[src/rtl/elevator_car_ctrl_pkg.sv]
// Shared definitions for the elevator car controller:
// controller states, travel directions and the floor index width.
package elevator_car_ctrl_pkg;

   localparam int FLOOR_W = 3;

   localparam logic DIR_UP   = 1'b1;
   localparam logic DIR_DOWN = 1'b0;

   typedef logic [FLOOR_W-1:0] floor_t;

   typedef enum logic [1:0] {
      IDLE = 2'd0,
      MOVE = 2'd1,
      DOOR = 2'd2
   } car_state_t;

endpackage

[src/rtl/elevator_car_ctrl_cycle_timer.sv]
// Load/enable counter running 0..MAX-1 with a terminal-count flag.
// Ports: clk, reset (async high), load (count<=0), enable (count up), tc (count==MAX-1).
module cycle_timer #(
   parameter int MAX = 4
) (
   input  logic clk,
   input  logic reset,
   input  logic load,
   input  logic enable,
   output logic tc
);

   localparam int W = (MAX > 1) ? $clog2(MAX) : 1;

   logic [W-1:0] count;

   assign tc = (count == W'(MAX - 1));

   // Saturates at the terminal count; the owner decides what follows.
   always_ff @(posedge clk or posedge reset) begin
      if (reset) begin
         count <= '0;
      end else if (load) begin
         count <= '0;
      end else if (enable && !tc) begin
         count <= count + 1'b1;
      end
   end

endmodule

[src/rtl/elevator_car_ctrl.sv]
// Single elevator car controller: latches floor calls, SCAN scheduling,
// floor-to-floor travel timing and door dwell timing.
// Ports: clk, reset (async high), call_valid/call_floor (call strobe),
// direction (1=up), current_floor, open, busy (not IDLE), pending (call mask).
module elevator_car_ctrl
   import elevator_car_ctrl_pkg::*;
#(
   parameter int NUM_FLOORS    = 6,
   parameter int TRAVEL_CYCLES = 4,
   parameter int DOOR_CYCLES   = 6
) (
   input  logic                  clk,
   input  logic                  reset,
   input  logic                  call_valid,
   input  logic [2:0]            call_floor,
   output logic                  direction,
   output logic [2:0]            current_floor,
   output logic                  open,
   output logic                  busy,
   output logic [NUM_FLOORS-1:0] pending
);

   typedef logic [NUM_FLOORS-1:0] mask_t;

   // One bit wider than a floor index so NUM_FLOORS=8 does not wrap.
   localparam logic [FLOOR_W:0] NF_LIM = (FLOOR_W + 1)'(NUM_FLOORS);

   function automatic mask_t floor_mask(input floor_t f);
      mask_t m;
      m = '0;
      for (int i = 0; i < NUM_FLOORS; i++) begin
         m[i] = (int'(f) == i);
      end
      return m;
   endfunction

   // Any call strictly above (up=1) or strictly below (up=0) floor f.
   function automatic logic calls_beyond(
      input mask_t  mask,
      input floor_t f,
      input logic   up
   );
      logic hit;
      hit = 1'b0;
      for (int i = 0; i < NUM_FLOORS; i++) begin
         if (up ? (i > int'(f)) : (i < int'(f))) begin
            hit = hit | mask[i];
         end
      end
      return hit;
   endfunction

   car_state_t state;

   floor_t next_floor;
   mask_t  here_mask;
   mask_t  next_mask;
   mask_t  set_mask;
   mask_t  clr_mask;
   logic   in_range;
   logic   restart;
   logic   here;
   logic   next_hit;
   logic   ahead;
   logic   behind;
   logic   ahead_next;
   logic   flip_dir;

   logic   travel_en;
   logic   travel_ld;
   logic   travel_tc;
   logic   door_en;
   logic   door_ld;
   logic   door_tc;

   assign next_floor = (direction == DIR_UP) ?
                       current_floor + 1'b1 :
                       current_floor - 1'b1;

   assign flip_dir = (direction == DIR_UP) ? DIR_DOWN : DIR_UP;

   assign in_range  = {1'b0, call_floor} < NF_LIM;
   assign here_mask = floor_mask(current_floor);
   assign next_mask = floor_mask(next_floor);

   // A call for the floor whose door is open only extends the dwell.
   assign restart = call_valid
                  & (state == DOOR)
                  & (call_floor == current_floor);

   assign set_mask = (call_valid && in_range && !restart) ?
                     floor_mask(call_floor) : '0;

   assign here       = |(pending & here_mask);
   assign next_hit   = |(pending & next_mask);
   assign ahead      = calls_beyond(pending, current_floor, direction);
   assign behind     = calls_beyond(pending, current_floor, flip_dir);
   assign ahead_next = calls_beyond(pending, next_floor, direction);

   // Served floor is cleared; a same-edge call is OR-ed back afterwards.
   always_comb begin
      clr_mask = '0;
      if (state == IDLE && here) begin
         clr_mask = here_mask;
      end else if (state == MOVE && travel_tc && next_hit) begin
         clr_mask = next_mask;
      end
   end

   // Timers sit at zero outside their own state, so entry starts at 0.
   assign travel_en = (state == MOVE);
   assign travel_ld = !travel_en || travel_tc;
   assign door_en   = (state == DOOR);
   assign door_ld   = !door_en || restart || door_tc;

   cycle_timer #(
      .MAX (TRAVEL_CYCLES)
   ) u_travel (
      .clk    (clk),
      .reset  (reset),
      .load   (travel_ld),
      .enable (travel_en),
      .tc     (travel_tc)
   );

   cycle_timer #(
      .MAX (DOOR_CYCLES)
   ) u_door (
      .clk    (clk),
      .reset  (reset),
      .load   (door_ld),
      .enable (door_en),
      .tc     (door_tc)
   );

   always_ff @(posedge clk or posedge reset) begin
      if (reset) begin
         state         <= IDLE;
         current_floor <= '0;
         direction     <= DIR_UP;
         open          <= 1'b0;
         busy          <= 1'b0;
         pending       <= '0;
      end else begin
         pending <= (pending & ~clr_mask) | set_mask;
         unique case (state)
            IDLE: begin
               if (here) begin
                  state <= DOOR;
                  open  <= 1'b1;
                  busy  <= 1'b1;
               end else if (ahead) begin
                  state <= MOVE;
                  busy  <= 1'b1;
               end else if (behind) begin
                  state     <= MOVE;
                  busy      <= 1'b1;
                  direction <= flip_dir;
               end
            end
            MOVE: begin
               if (travel_tc) begin
                  current_floor <= next_floor;
                  if (next_hit) begin
                     state <= DOOR;
                     open  <= 1'b1;
                  end else if (!ahead_next) begin
                     state <= IDLE;
                     busy  <= 1'b0;
                  end
               end
            end
            DOOR: begin
               if (!restart && door_tc) begin
                  state <= IDLE;
                  open  <= 1'b0;
                  busy  <= 1'b0;
               end
            end
            default: begin
               state <= IDLE;
               open  <= 1'b0;
               busy  <= 1'b0;
            end
         endcase
      end
   end

   // MOVE is only entered or kept with a call beyond, so the car stays in range.
   a_floor_range : assert property (
      @(posedge clk) disable iff (reset)
      {1'b0, current_floor} < NF_LIM
   );

endmodule

[config.mk]
export PLATFORM = sky130hd
export DESIGN_NAME = elevator_car_ctrl
export DESIGN_NICKNAME = d
export VERILOG_FILES = /design/src/rtl/elevator_car_ctrl_pkg.sv /design/src/rtl/elevator_car_ctrl_cycle_timer.sv /design/src/rtl/elevator_car_ctrl.sv
export SDC_FILE = /design/constraint.sdc
export NUM_CORES = 1
export LEC_CHECK = 0
export BUFFER_PORTS_ARGS = -buffer_cell sky130_fd_sc_hd__buf_4
export CAP_MARGIN = 20
export CORE_UTILIZATION = 50
export CTS_CLUSTER_SIZE = 28
export DETAILED_ROUTE_END_ITERATION = 12
export GPL_TIMING_DRIVEN = 0
export PLACE_DENSITY = 0.81
export SETUP_SLACK_MARGIN = 0.2
export SLEW_MARGIN = 10
export SYNTH_ARGS = -nofsm -noshare
export SYNTH_HDL_FRONTEND = slang
export SYNTH_SLANG_ARGS = --single-unit
[constraint.sdc]
create_clock -name clk -period 2.6 [get_ports clk]
set_input_delay 0.13 -clock clk [delete_from_list [all_inputs] [get_ports clk]]
set_output_delay 0.13 -clock clk [all_outputs]
set_load 0.02 [all_outputs]
==> impl_metrics.prom, run 1 <==
# TYPE chip_impl_metric gauge
chip_impl_info{name="clockRootBuffer",value="sky130_fd_sc_hd__clkbuf_4"} 1
chip_impl_metric{name="core.rowCount",unit=""} 20
chip_impl_info{name="status",value="finished clean"} 1
chip_impl_metric{name="grt_max_degree",unit=""} 20
chip_impl_metric{name="post_detailed_route_count_of_antenna_violating_nets",unit=""} 0
chip_impl_info{name="setup_repair_after_global_routing_missed_its_margin",value="true"} 1
chip_impl_metric{name="synth.yosys.seq_area_share",unit=""} 0.295
chip_impl_info{name="worstSetupPathType",value="reg -> reg"} 1
chip_impl_metric{name="internal_power",unit="mW"} 1.62
chip_impl_metric{name="cts_buffers",unit=""} 3
chip_impl_metric{name="power_switching",unit="mW"} 1.56
chip_impl_metric{name="multi_input_area",unit="um2"} 1080
chip_impl_metric{name="numClockSinks",unit=""} 19
chip_impl_metric{name="max_stage_delay",unit="ns"} 0.44
chip_impl_info{name="critical_path.cell_chain",value="buf_8, clkinvlp_4, ha_4, a222oi_1, mux2i_1, a21oi_2, nand2_2, o31ai_4, mux2_4, a21o_1"} 1
chip_impl_metric{name="number_of_antenna_violations_at_the_first_check_in_global_routing",unit=""} 0
chip_impl_metric{name="layout-drive-gt1-share",unit=""} 0.288
chip_impl_metric{name="final.setup_skew",unit="ns"} 0.00376
chip_impl_metric{name="cap_violations",unit=""} 0
chip_impl_metric{name="globalRouteTotalUtil",unit=""} 0.270
chip_impl_metric{name="route.vias.total",unit=""} 1622
chip_impl_metric{name="ctsHtreeMaxLevel",unit=""} 1
chip_impl_metric{name="clock_latency",unit="ns"} 0.31
chip_impl_metric{name="io_buffer_count",unit=""} 17
chip_impl_metric{name="fillers",unit=""} 257
chip_impl_metric{name="area_growth_syn_to_layout",unit="%"} 28.6
chip_impl_info{name="netlist_top_cells_area",value="sky130_fd_sc_hd__dfrtp_1, sky130_fd_sc_hd__ha_1, sky130_fd_sc_hd__o21ai_0"} 1
chip_impl_metric{name="final-max-slew-violation-count",unit=""} 0
chip_impl_metric{name="nets_final",unit=""} 252
chip_impl_metric{name="synth.ff_latch_count",unit=""} 19
chip_impl_metric{name="vdd_drop_max",unit="mV"} 0.966
chip_impl_metric{name="fin_crit_sh",unit=""} 0.977
chip_impl_metric{name="detailedRoute.firstPassIterationCount",unit=""} 5
chip_impl_metric{name="grt_pass1_vias",unit=""} 1477
chip_impl_metric{name="req_time_crit_path",unit="ns"} 2.81
chip_impl_metric{name="drt_iter0_markers",unit=""} 115
chip_impl_info{name="setup.worst_path.end_class",value="flop"} 1
chip_impl_metric{name="slew_headroom",unit=""} 0.522
chip_impl_metric{name="placement.setup.worst_slack",unit="ns"} -0.0801
chip_impl_metric{name="fp.coreArea",unit="um2"} 3050
chip_impl_metric{name="hold_viol_final",unit=""} 0
chip_impl_metric{name="detailed_placement_wirelength_estimate",unit="um"} 2920
chip_impl_metric{name="die_width",unit="um"} 58.9
chip_impl_info{name="postSynth.topFlopCell",value="sky130_fd_sc_hd__dfrtp_1"} 1
chip_impl_metric{name="dieArea",unit="um2"} 3460
chip_impl_metric{name="synth_net_count",unit=""} 212
chip_impl_metric{name="power.clock.fraction",unit=""} 0.050
chip_impl_info{name="synth_largest_area_cell",value="sky130_fd_sc_hd__dfrtp_1"} 1
chip_impl_metric{name="max_clock_freq",unit="MHz"} 394
chip_impl_metric{name="syn-cell-area",unit="um2"} 1620
chip_impl_metric{name="overall_routed_net_length",unit="um"} 4320
chip_impl_info{name="synth_common_cells",value="sky130_fd_sc_hd__nand2_1, sky130_fd_sc_hd__nor2_1, sky130_fd_sc_hd__dfrtp_1, sky130_fd_sc_hd__o21ai_0, sky130_fd_sc_hd__inv_1"} 1
chip_impl_metric{name="drt-wirelength-per-cell",unit="um"} 15.4
chip_impl_metric{name="powerDensity",unit="nW/um2"} 1530
chip_impl_metric{name="globalRoute.totalOverflow",unit=""} 0
chip_impl_metric{name="post_synth.cell_area_avg",unit="um2"} 8.21
chip_impl_metric{name="final.setup.worst_slack",unit="ns"} 0.0600
chip_impl_metric{name="fraction_of_synthesized_cell_area_taken_by_the_top_area_cell_type",unit=""} 0.279
chip_impl_metric{name="combPwrFrac",unit=""} 0.777
chip_impl_metric{name="crit_path_arrival_time",unit="ns"} 2.75
chip_impl_metric{name="start_util",unit=""} 0.530
chip_impl_metric{name="chipHeight",unit="um"} 58.9
chip_impl_metric{name="synthDistinctLibCells",unit=""} 50
chip_impl_info{name="tritoncts",value="done"} 1
chip_impl_metric{name="p_leak",unit="nW"} 0.905
chip_impl_metric{name="power.share.switching",unit=""} 0.490
chip_impl_metric{name="insertedDiodeCount",unit=""} 0
chip_impl_metric{name="layout.area.seq",unit="um2"} 479
chip_impl_metric{name="syn_inst",unit=""} 197
chip_impl_metric{name="routability_cong",unit=""} 0.931
chip_impl_metric{name="critical_path_peak_fanout",unit=""} 5
chip_impl_metric{name="worst_slew_pin_slew",unit="ns"} 0.715
chip_impl_metric{name="grt_pass1_wl",unit="um"} 7080
chip_impl_metric{name="ioPinCount",unit=""} 18
chip_impl_info{name="timing.hold.worst.class",value="in -> reg"} 1
chip_impl_info{name="worstSetupStartpointType",value="flop"} 1
chip_impl_metric{name="postLayoutCoreUtil",unit=""} 0.681
chip_impl_metric{name="cts_buffer_depth",unit=""} 2
chip_impl_info{name="slowest_stage",value="sky130_fd_sc_hd__a222oi_1"} 1
chip_impl_metric{name="postSynth.asyncResetShare",unit=""} 1.00
chip_impl_metric{name="seqPwrFrac",unit=""} 0.173
chip_impl_metric{name="final_setup_viols",unit=""} 0
chip_impl_metric{name="finalWorstPathRequiredPeriod",unit="ns"} 2.54
chip_impl_metric{name="clk_pin_slew_worst_paths",unit="ns"} 0.12
chip_impl_metric{name="fin_setup_tns",unit="ns"} 0
chip_impl_metric{name="synthesis.yosys.warnings",unit=""} 0
chip_impl_metric{name="avgViaCountPerCell",unit=""} 5.79
chip_impl_metric{name="synth_edf_count",unit=""} 0
chip_impl_metric{name="drc_errors",unit=""} 0
[path summary, 6_finish.rpt]
check                                  start                end  slack, ns  cells past startpoint
max                         current_floor[0]               busy       0.06                     10
min                            call_floor[0]         pending[4]       0.04                      2
max reg2reg                 current_floor[0]               busy       0.06                     10
min reg2reg                u_travel.count[0]  u_travel.count[0]       0.45                      1
max in group asynchronous              reset   current_floor[1]       1.63                      3
min in group asynchronous              reset         pending[0]       0.48                      3
[placed cells by master (no fill, tap or decap), types with 3 or more instances in the layout]
| master | count |
|---|---|
| sky130_fd_sc_hd__inv_1 | 12 |
| sky130_fd_sc_hd__nor2b_1 | 5 |
| sky130_fd_sc_hd__o21ai_0 | 14 |
| sky130_fd_sc_hd__a21oi_1 | 12 |
| sky130_fd_sc_hd__buf_6 | 4 |
| sky130_fd_sc_hd__a21o_1 | 3 |
| sky130_fd_sc_hd__nand2b_1 | 5 |
| sky130_fd_sc_hd__ha_1 | 7 |
| sky130_fd_sc_hd__a31oi_1 | 6 |
| sky130_fd_sc_hd__nor3_1 | 4 |
| sky130_fd_sc_hd__nor2_1 | 19 |
| sky130_fd_sc_hd__nand2_1 | 19 |
| sky130_fd_sc_hd__buf_2 | 3 |
| sky130_fd_sc_hd__dfrtp_1 | 16 |
| sky130_fd_sc_hd__xnor2_1 | 5 |
| sky130_fd_sc_hd__o211ai_1 | 3 |
| sky130_fd_sc_hd__a32o_1 | 3 |
| sky130_fd_sc_hd__buf_4 | 36 |
| sky130_fd_sc_hd__clkbuf_4 | 3 |
[power by group through the flow]
stage | Clock, mW | Sequential (mW) | Combinational, mW
after floorplan | 0 | 0.626 | 1.42
after global placement | 0 | 0.548 | 1.96
after detailed placement | 0 | 0.553 | 1.97
final | 0.158 | 0.549 | 2.47
after CTS | 0.163 | 0.547 | 2.24
after global routing | 0.175 | 0.569 | 2.66
[sequential cells by signal, indices dropped and copies added (netlist names)]
| name | cells |
|---|---|
| busy | 1 |
| open | 1 |
| state | 2 |
| current_floor | 3 |
| u_door.count | 3 |
| pending | 6 |
| u_travel.count | 2 |
| direction | 1 |
[logic make-up after synthesis]
logic type	synth area share
buffers and inverters	0.0820
multiplexers	0.0333
AO/OA/AOI/OAI	0.292
adder cells (fa/ha/maj)	0.0697
AND/OR/NAND/NOR	0.185
flip-flops	0.295
XOR/XNOR	0.0433
[through the flow]
step,hold WS [ns],std cells,power (mW),instance area (um2)
3_5_place_dp,0.308,258,2.52,1840
6_report,0.0354,280,3.18,2080
2_1_floorplan,0.0803,197,2.05,1660
5_1_grt,0.0522,280,3.40,2080
4_1_cts,0.0408,275,2.95,2010
3_3_place_gp,0.305,258,2.50,1840
[critical path: cells and delay by family (launching register included)]
| kind | cells | cell delay [ns] |
|---|---|---|
| multiplexers | 2 | 0.48 |
| AO/OA/AOI/OAI | 4 | 0.99 |
| flip-flops | 1 | 0.40 |
| adder cells (fa/ha/maj) | 1 | 0.20 |
| buffers and inverters | 2 | 0.26 |
| AND/OR/NAND/NOR | 1 | 0.10 |
[final cells by class]
cell class | instances | area share
Multi-Input combinational cell | 151 | 0.521
Sequential cell | 19 | 0.230
Tap cell | 44 | 0.0265
Clock inverter | 1 | 0.00241
Buffer | 13 | 0.0542
Timing Repair Buffer | 35 | 0.128
Clock buffer | 3 | 0.0108
Inverter | 14 | 0.0271
[repair_timing]
action | 4_1_cts | 5_1_grt
buffers inserted | 12 | 5
cloned | 0 | 0
hold buffers | 1 | 0
endpoints found under the hold margin | 18 | 0
pin swaps | 5 | 6
endpoints found under the setup margin | 9 | 10
gates resized for setup | 9 | 8
[per-layer routing]
layer,GRT usage,vias to the layer above,wire [um]
met5,0,-,0
met3,0.0593,8,338
met2,0.442,70,2110
met1,0.362,762,1820
met4,0.0714,0,65
li1,-,782,-
Note: power is estimated with default switching activity, not from simulation.
==> run 2, diff against run 1 <==
RECOVER_POWER = 50   (was default)
SYNTH_HIERARCHICAL = 1   (was default)
TNS_END_PERCENT = 30   (was default)
==> run 2 against run 1 <==
Net effect:
- total power down 47%
- setup slack improved by 0.023 ns
- routed wire length rose by 20%
- die area rose by 15%
- fmax grew 0.90%
- global-route usage is 0.23 points higher
- clock power rose by 35%
- combinational power decreased by 58%
- synthesized cell count up 9.1%
- register-to-register slack better by 0.02 ns
- critical endpoint is now state[1]
- highest routed layer unchanged
==> impl_metrics.prom, run 2 <==
# TYPE chip_impl_metric gauge
chip_impl_metric{name="globalRouteTotalUtil",unit=""} 0.273
chip_impl_metric{name="final.setup_skew",unit="ns"} 0.00882
chip_impl_metric{name="cell_area_after_layout",unit="um2"} 2300
chip_impl_metric{name="syn-cell-area",unit="um2"} 1860
chip_impl_info{name="timing.hold.worst.class",value="in -> reg"} 1
chip_impl_metric{name="met1_usage",unit=""} 0.369
chip_impl_metric{name="route.vias.total",unit=""} 1841
chip_impl_metric{name="insertedDiodeCount",unit=""} 0
chip_impl_metric{name="syn_inst",unit=""} 215
chip_impl_info{name="globalRoute.busiestLayer",value="met2"} 1
chip_impl_metric{name="detailed_placement_wirelength_estimate",unit="um"} 3590
chip_impl_metric{name="placed_cell_area",unit="um2"} 2100
chip_impl_info{name="synth_common_cells",value="sky130_fd_sc_hd__nand2_1, sky130_fd_sc_hd__dfrtp_1, sky130_fd_sc_hd__inv_1, sky130_fd_sc_hd__o21ai_0, sky130_fd_sc_hd__nor2_1"} 1
chip_impl_info{name="synth_largest_area_cell",value="sky130_fd_sc_hd__dfrtp_1"} 1
chip_impl_metric{name="synthesis.yosys.warnings",unit=""} 6
chip_impl_metric{name="layout-drive-gt1-share",unit=""} 0.311
chip_impl_metric{name="die_width",unit="um"} 63
chip_impl_info{name="postSynth.topFlopCell",value="sky130_fd_sc_hd__dfrtp_1"} 1
chip_impl_metric{name="number_of_antenna_violations_at_the_first_check_in_global_routing",unit=""} 0
chip_impl_metric{name="globalRoute.totalOverflow",unit=""} 0
chip_impl_metric{name="start_util",unit=""} 0.541
chip_impl_metric{name="worst_slew_pin_slew",unit="ns"} 0.581
chip_impl_info{name="largest_register",value="pending"} 1
chip_impl_info{name="clockRootBuffer",value="sky130_fd_sc_hd__clkbuf_8"} 1
chip_impl_metric{name="largest_register_ff_count",unit=""} 6
chip_impl_metric{name="final_setup_viols",unit=""} 0
chip_impl_info{name="synth_top_family_by_area",value="compound AO/OA/AOI/OAI gates"} 1
chip_impl_metric{name="postLayoutCoreUtil",unit=""} 0.667
chip_impl_metric{name="cap_violations",unit=""} 0
chip_impl_info{name="setup.worst_path.end_class",value="flop"} 1
chip_impl_metric{name="synth.yosys.seq_area_share",unit=""} 0.256
chip_impl_metric{name="dieArea",unit="um2"} 3970
chip_impl_metric{name="chipHeight",unit="um"} 63
chip_impl_metric{name="cts_buffers",unit=""} 3
chip_impl_metric{name="core.rowCount",unit=""} 21
chip_impl_metric{name="max_stage_delay",unit="ns"} 0.58
chip_impl_metric{name="synth_fa_ha_area_frac",unit=""} 0.0605
chip_impl_metric{name="io_buffer_count",unit=""} 17
chip_impl_metric{name="grt_pass1_vias",unit=""} 1712
chip_impl_metric{name="synth_edf_count",unit=""} 0
chip_impl_info{name="setup_repair_after_global_routing_missed_its_margin",value="true"} 1
chip_impl_info{name="mostFrequentLayoutCells",value="sky130_fd_sc_hd__buf_4, sky130_fd_sc_hd__nand2_1, sky130_fd_sc_hd__dfrtp_1"} 1
chip_impl_metric{name="grt_max_degree",unit=""} 15
chip_impl_metric{name="avgViaCountPerCell",unit=""} 6.20
chip_impl_metric{name="fin_crit_sh",unit=""} 0.968
chip_impl_metric{name="synth_xor_area_frac",unit=""} 0.0417
chip_impl_metric{name="p_leak",unit="nW"} 0.984
chip_impl_metric{name="powerDensity",unit="nW/um2"} 733
chip_impl_metric{name="routability_cong",unit=""} 0.972
chip_impl_metric{name="hold_viol_final",unit=""} 0
chip_impl_metric{name="synth_net_count",unit=""} 230
chip_impl_metric{name="post_detailed_route_count_of_antenna_violating_nets",unit=""} 0
chip_impl_metric{name="slew_headroom",unit=""} 0.612
chip_impl_info{name="tritoncts",value="done"} 1
chip_impl_info{name="netlist_top_cells_area",value="sky130_fd_sc_hd__dfrtp_1, sky130_fd_sc_hd__ha_1, sky130_fd_sc_hd__nand2_1"} 1
chip_impl_metric{name="post_synth_and_or_nand_nor_area_fraction",unit=""} 0.209
chip_impl_info{name="reg_top3",value="pending (6), current_floor (3), u_door/count (3)"} 1
chip_impl_metric{name="fp.coreArea",unit="um2"} 3440
chip_impl_metric{name="area_growth_syn_to_layout",unit="%"} 23.5
chip_impl_metric{name="vdd_drop_max",unit="mV"} 0.474
chip_impl_metric{name="cts_buffer_depth",unit=""} 2
chip_impl_metric{name="ctsHtreeMaxLevel",unit=""} 1
chip_impl_metric{name="detailedRoute.firstPassIterationCount",unit=""} 5
chip_impl_info{name="worst_hold_startpoint",value="call_floor[2]"} 1
chip_impl_metric{name="final-max-slew-violation-count",unit=""} 0
chip_impl_metric{name="drt_iter0_markers",unit=""} 106
chip_impl_metric{name="drc_errors",unit=""} 0
chip_impl_metric{name="clk_pin_slew_worst_paths",unit="ns"} 0.08
chip_impl_info{name="slowest_stage",value="sky130_fd_sc_hd__or4_4"} 1
chip_impl_metric{name="grt_use_met3",unit=""} 0.0584
chip_impl_info{name="synthMostInstantiatedCell",value="sky130_fd_sc_hd__nand2_1"} 1
chip_impl_metric{name="numClockSinks",unit=""} 19
chip_impl_metric{name="met2_usage",unit=""} 0.415
chip_impl_metric{name="nets_final",unit=""} 267
chip_impl_metric{name="postSynth.asyncResetShare",unit=""} 1.00
chip_impl_metric{name="overall_routed_net_length",unit="um"} 5200
chip_impl_info{name="worstSetupPathType",value="reg -> reg"} 1
chip_impl_metric{name="finalWorstPathRequiredPeriod",unit="ns"} 2.52
chip_impl_metric{name="critical_path_peak_fanout",unit=""} 5
chip_impl_metric{name="req_time_crit_path",unit="ns"} 2.76
chip_impl_metric{name="compound_cell_area_share_of_the_yosys_netlist",unit=""} 0.274
chip_impl_metric{name="ioPinCount",unit=""} 18
chip_impl_metric{name="drt-wirelength-per-cell",unit="um"} 17.5
chip_impl_info{name="status",value="finished clean"} 1
chip_impl_metric{name="post_synth.cell_area_avg",unit="um2"} 8.65
chip_impl_info{name="startpoint",value="current_floor[0]"} 1
chip_impl_metric{name="yosys-mux-area-fraction",unit=""} 0.0841
chip_impl_info{name="critical_path.cell_chain",value="buf_6, ha_1, ha_2, a32oi_2, nand3_2, or4_4, o21a_1, mux2_4"} 1
chip_impl_info{name="worstSetupStartpointType",value="flop"} 1
chip_impl_info{name="critical_path.reg2reg.startpoint",value="current_floor[0]"} 1
chip_impl_metric{name="synthDistinctLibCells",unit=""} 64
chip_impl_metric{name="clock_latency",unit="ns"} 0.27
chip_impl_metric{name="max_clock_freq",unit="MHz"} 397
chip_impl_metric{name="fraction_of_synthesized_cell_area_taken_by_the_top_area_cell_type",unit=""} 0.242
chip_impl_metric{name="crit_path_arrival_time",unit="ns"} 2.68
chip_impl_metric{name="grt_pass1_wl",unit="um"} 8380
chip_impl_metric{name="synth.ff_latch_count",unit=""} 19
chip_impl_info{name="final_common_cell",value="sky130_fd_sc_hd__buf_4"} 1
==> run 2: per-stage QoR <==
stage | instances | setup TNS, ns | hold slack, ns | setup WS [ns] | power, mW
after global placement | 278 | -0.138 | 0.00213 | -0.0530 | 1.41
after detailed placement | 278 | -0.163 | 0.00588 | -0.0725 | 1.43
after global routing | 297 | 0 | 0.111 | 0.0211 | 1.80
final | 297 | 0 | 0.100 | 0.0826 | 1.68
after floorplan | 215 | 0 | -0.129 | 0.0818 | 1.20
after CTS | 292 | 0 | 0.0993 | 0.0825 | 1.66
==> run 2: cell type report <==
cell class	instances	area [um2]
Inverter	16	72.6
Tap cell	46	57.6
Clock buffer	4	45.0
Sequential cell	19	479
Fill cell	272	1140
Multi-Input combinational cell	169	1320
Buffer	11	106
Timing Repair Buffer	32	220
==> run 2: repair_timing <==
action                     CTS  global route
setup buffers                9             5
hold endpoints to repair    18             0
setup endpoints to repair    7            10
resized for setup            6             9
hold buffers                 1             0
pin swaps                    2             5
==> run 2: power breakdown <==
part | internal [mW] | total (mW) | switching [mW]
combinational | 0.460 | 1.03 | 0.573
sequential | 0.363 | 0.436 | 0.0737
clock | 0.109 | 0.214 | 0.104
total | 0.932 | 1.68 | 0.751
==> run 2: final timing paths <==
check / to / slack (ns) / cells past startpoint
setup / recovery: state[1] / 0.08 / 8
hold / removal: pending[0] / 0.10 / 2
setup reg to reg: state[1] / 0.08 / 8
hold reg to reg: open / 0.58 / 2
max in group asynchronous: current_floor[1] / 1.70 / 3
min in group asynchronous: u_travel/count[0] / 0.27 / 3
==> run 2: kinds of logic (layout without fill, tap and decap cells) <==
logic type / Yosys count / after routing
DFF: 19 / 19
buffers and inverters: 27 / 63
muxes: 13 / 13
and+or+nand+nor: 70 / 70
xor gates and xnor gates: 8 / 8
AOI/OAI and AO/OA: 69 / 69
adders and majority gates: 9 / 9
==> run 2: worst max-delay path: cells and delay by family, from the launching register on <==
family	cells	cell delay, ns
AND/OR/NAND/NOR	2	0.71
AO/OA/AOI/OAI	2	0.45
flip-flops	1	0.44
adder cells (fa/ha/maj)	2	0.37
multiplexers	1	0.29
buffers and inverters	1	0.14
==> run 2: metal layers <==
metal  wire, um  vias up
met5          0        -
met4        161        0
met3        472       21
met2       2340       97
met1       2230      867
li1           -      856
==> run 3, diff against run 2 <==
CORE_MARGIN = 2   (was default)
PLACE_DENSITY = 0.78   (was 0.81)
clock period = 3 ns   (was 2.6 ns; I/O delays follow)
==> run 3 against run 2 <==
Net effect:
- setup slack improved by 0.21 ns
- sequential cell count did not move
- fmax fell by 7.1%
- count of clock-buffer cells in the layout did not move
- critical path type unchanged
- largest cell class unchanged
- largest power group unchanged
==> impl_metrics.prom, run 3 (synthesis results as in run 2) <==
# TYPE chip_impl_metric gauge
chip_impl_info{name="status",value="finished clean"} 1
chip_impl_metric{name="cap_violations",unit=""} 0
chip_impl_metric{name="io_buffer_count",unit=""} 17
chip_impl_metric{name="grt_max_degree",unit=""} 15
chip_impl_metric{name="drt-wirelength-per-cell",unit="um"} 16.0
chip_impl_metric{name="layout.area.seq",unit="um2"} 479
chip_impl_metric{name="req_time_crit_path",unit="ns"} 3.14
chip_impl_info{name="slowest_stage",value="sky130_fd_sc_hd__or3_1"} 1
chip_impl_metric{name="grt_pass1_wl",unit="um"} 7670
chip_impl_metric{name="routability_cong",unit=""} 0.932
chip_impl_metric{name="report.power.total",unit="mW"} 1.40
chip_impl_info{name="setup_repair_after_global_routing_missed_its_margin",value="true"} 1
chip_impl_metric{name="final-max-slew-violation-count",unit=""} 0
chip_impl_metric{name="core.rowCount",unit=""} 22
chip_impl_info{name="setup.worst_path.end_class",value="flop"} 1
chip_impl_metric{name="max_clock_freq",unit="MHz"} 369
chip_impl_metric{name="overall_routed_net_length",unit="um"} 4600
chip_impl_info{name="tritoncts",value="done"} 1
chip_impl_metric{name="crit_path_arrival_time",unit="ns"} 2.85
chip_impl_metric{name="clk_pin_slew_worst_paths",unit="ns"} 0.07
chip_impl_metric{name="fin_crit_sh",unit=""} 0.903
chip_impl_info{name="mostFrequentLayoutCells",value="sky130_fd_sc_hd__nand2_1, sky130_fd_sc_hd__dfrtp_1"} 1
chip_impl_metric{name="fillers",unit=""} 340
chip_impl_info{name="maxUsedRoutingLayer",value="met4"} 1
chip_impl_metric{name="die_width",unit="um"} 65
chip_impl_metric{name="number_of_antenna_violations_at_the_first_check_in_global_routing",unit=""} 0
chip_impl_metric{name="clock_latency",unit="ns"} 0.26
chip_impl_metric{name="hold_viol_final",unit=""} 0
chip_impl_metric{name="grt_pass1_vias",unit=""} 1606
chip_impl_metric{name="dieArea",unit="um2"} 4230
chip_impl_metric{name="drt_iter0_markers",unit=""} 161
chip_impl_metric{name="p_leak",unit="nW"} 0.911
chip_impl_metric{name="avgViaCountPerCell",unit=""} 6.02
chip_impl_metric{name="final_setup_viols",unit=""} 0
chip_impl_metric{name="globalRoute.totalOverflow",unit=""} 0
chip_impl_metric{name="globalRouteTotalUtil",unit=""} 0.236
chip_impl_metric{name="layout-drive-gt1-share",unit=""} 0.234
chip_impl_metric{name="drc_errors",unit=""} 0
chip_impl_metric{name="final.setup_skew",unit="ns"} 0.00167
chip_impl_metric{name="met2WireLength",unit="um"} 2120
chip_impl_metric{name="largest_register_ff_count",unit=""} 6
chip_impl_metric{name="final_cell_count_no_fill",unit=""} 287
chip_impl_metric{name="slew_headroom",unit=""} 0.630
chip_impl_metric{name="met3RoutedLength",unit="um"} 307
chip_impl_metric{name="ioPinCount",unit=""} 18
chip_impl_metric{name="cts_buffer_depth",unit=""} 2
chip_impl_metric{name="finalWorstPathRequiredPeriod",unit="ns"} 2.71
chip_impl_metric{name="insertedDiodeCount",unit=""} 0
chip_impl_metric{name="nets_final",unit=""} 255
chip_impl_info{name="final_common_cell",value="sky130_fd_sc_hd__nand2_1"} 1
chip_impl_info{name="reg_top3",value="pending (6), current_floor (3), u_door/count (3)"} 1
chip_impl_info{name="timing.hold.worst.class",value="in -> reg"} 1
chip_impl_info{name="critical_path.cell_chain",value="buf_6, inv_2, ha_1, buf_6, xor2_4, mux2_2, mux2_2, or3_1, o211ai_1, o31ai_1"} 1
chip_impl_metric{name="worst_slew_pin_slew",unit="ns"} 0.555
chip_impl_metric{name="route.vias.total",unit=""} 1728
chip_impl_metric{name="ctsHtreeMaxLevel",unit=""} 1
chip_impl_metric{name="area_growth_syn_to_layout",unit="%"} 14.3
chip_impl_metric{name="detailedRoute.firstPassIterationCount",unit=""} 5
chip_impl_metric{name="chipHeight",unit="um"} 65
chip_impl_metric{name="drt-met1-wl",unit="um"} 2120
chip_impl_metric{name="fp.coreArea",unit="um2"} 3610
chip_impl_metric{name="post_detailed_route_count_of_antenna_violating_nets",unit=""} 0
chip_impl_metric{name="multi_input_area",unit="um2"} 1260
chip_impl_info{name="largest_register",value="pending"} 1
chip_impl_metric{name="cts_buffers",unit=""} 3
chip_impl_metric{name="start_util",unit=""} 0.516
chip_impl_metric{name="final.setup.worst_slack",unit="ns"} 0.291
chip_impl_metric{name="fin_setup_tns",unit="ns"} 0
chip_impl_metric{name="powerDensity",unit="nW/um2"} 656
chip_impl_metric{name="fin_hold_ws",unit="ns"} 0.112
chip_impl_metric{name="numClockSinks",unit=""} 19
chip_impl_metric{name="place_inst",unit=""} 280
chip_impl_info{name="worstSetupStartpointType",value="flop"} 1
chip_impl_info{name="clockRootBuffer",value="sky130_fd_sc_hd__clkbuf_8"} 1
chip_impl_metric{name="detailed_placement_wirelength_estimate",unit="um"} 3520
chip_impl_metric{name="vdd_drop_max",unit="mV"} 0.327
chip_impl_metric{name="placement.setup.worst_slack",unit="ns"} -0.0884
chip_impl_info{name="worstSetupPathType",value="reg -> reg"} 1
chip_impl_metric{name="critical_path_peak_fanout",unit=""} 10
chip_impl_metric{name="max_stage_delay",unit="ns"} 0.39
[run 3: changes by cell type in the layout (fill, tap and decap cells not counted), sizes merged]
cell | before | now
buf | 31 | 20
clkbuf | 15 | 14
[run 3: power by group]
part	internal (mW)	total, mW	switching (mW)	leakage [nW]
Combinational	0.377	0.838	0.461	0.672
Sequential	0.314	0.378	0.0635	0.217
Clock	0.0947	0.180	0.0852	0.0228
Total	0.786	1.40	0.610	0.911
[run 3: timing repair]
item	4_1_cts	5_1_grt
gates resized for setup	7	3
pin swaps	0	1
hold endpoints to repair	18	0
setup endpoints to repair	7	5
hold buffers	1	0
setup buffers	2	0
[run 3: area by class of cell]
| cell class | count | share of cell area |
|---|---|---|
| multi-input combinational | 169 | 0.595 |
| sequential | 19 | 0.225 |
| tap | 48 | 0.0282 |
| inverter | 16 | 0.0294 |
| clock buffer | 4 | 0.0212 |
| buffer | 11 | 0.0418 |
| timing repair buffer | 20 | 0.0594 |
[run 3: through the flow]
step | util | cell area (um2)
3_5_place_dp | 0.569 | 2050
5_1_grt | 0.590 | 2130
6_report | 0.590 | 2130
2_1_floorplan | - | 1860
4_1_cts | 0.596 | 2150
3_3_place_gp | 0.569 | 2050
[run 3: layer usage]
metal / global-route usage / up-vias
li1: - / 832
met1: 0.323 / 827
met2: 0.379 / 64
met3: 0.0469 / 5
met4: 0.0612 / 0
met5: 0 / -
[run 3: path summary, 6_finish.rpt]
check	slack (ns)	endpoint	cells after the start	start
setup reg to reg	0.29	pending[0]	10	current_floor[1]
hold reg to reg	0.57	u_travel/count[1]	2	u_travel/count[1]
setup / recovery	0.29	pending[0]	10	current_floor[1]
max in group asynchronous	2.12	current_floor[1]	3	reset
hold / removal	0.11	pending[0]	2	call_floor[2]
min in group asynchronous	0.28	u_travel/count[1]	3	reset
[run 3: critical path: cells and delay by family (launching register included)]
| family | cells | cell delay, ns |
|---|---|---|
| buf+inv | 3 | 0.37 |
| mux | 2 | 0.66 |
| simple gates | 1 | 0.39 |
| xor+xnor | 1 | 0.19 |
| flops | 1 | 0.37 |
| compound gates | 2 | 0.30 |
| fa+ha+maj | 1 | 0.29 |
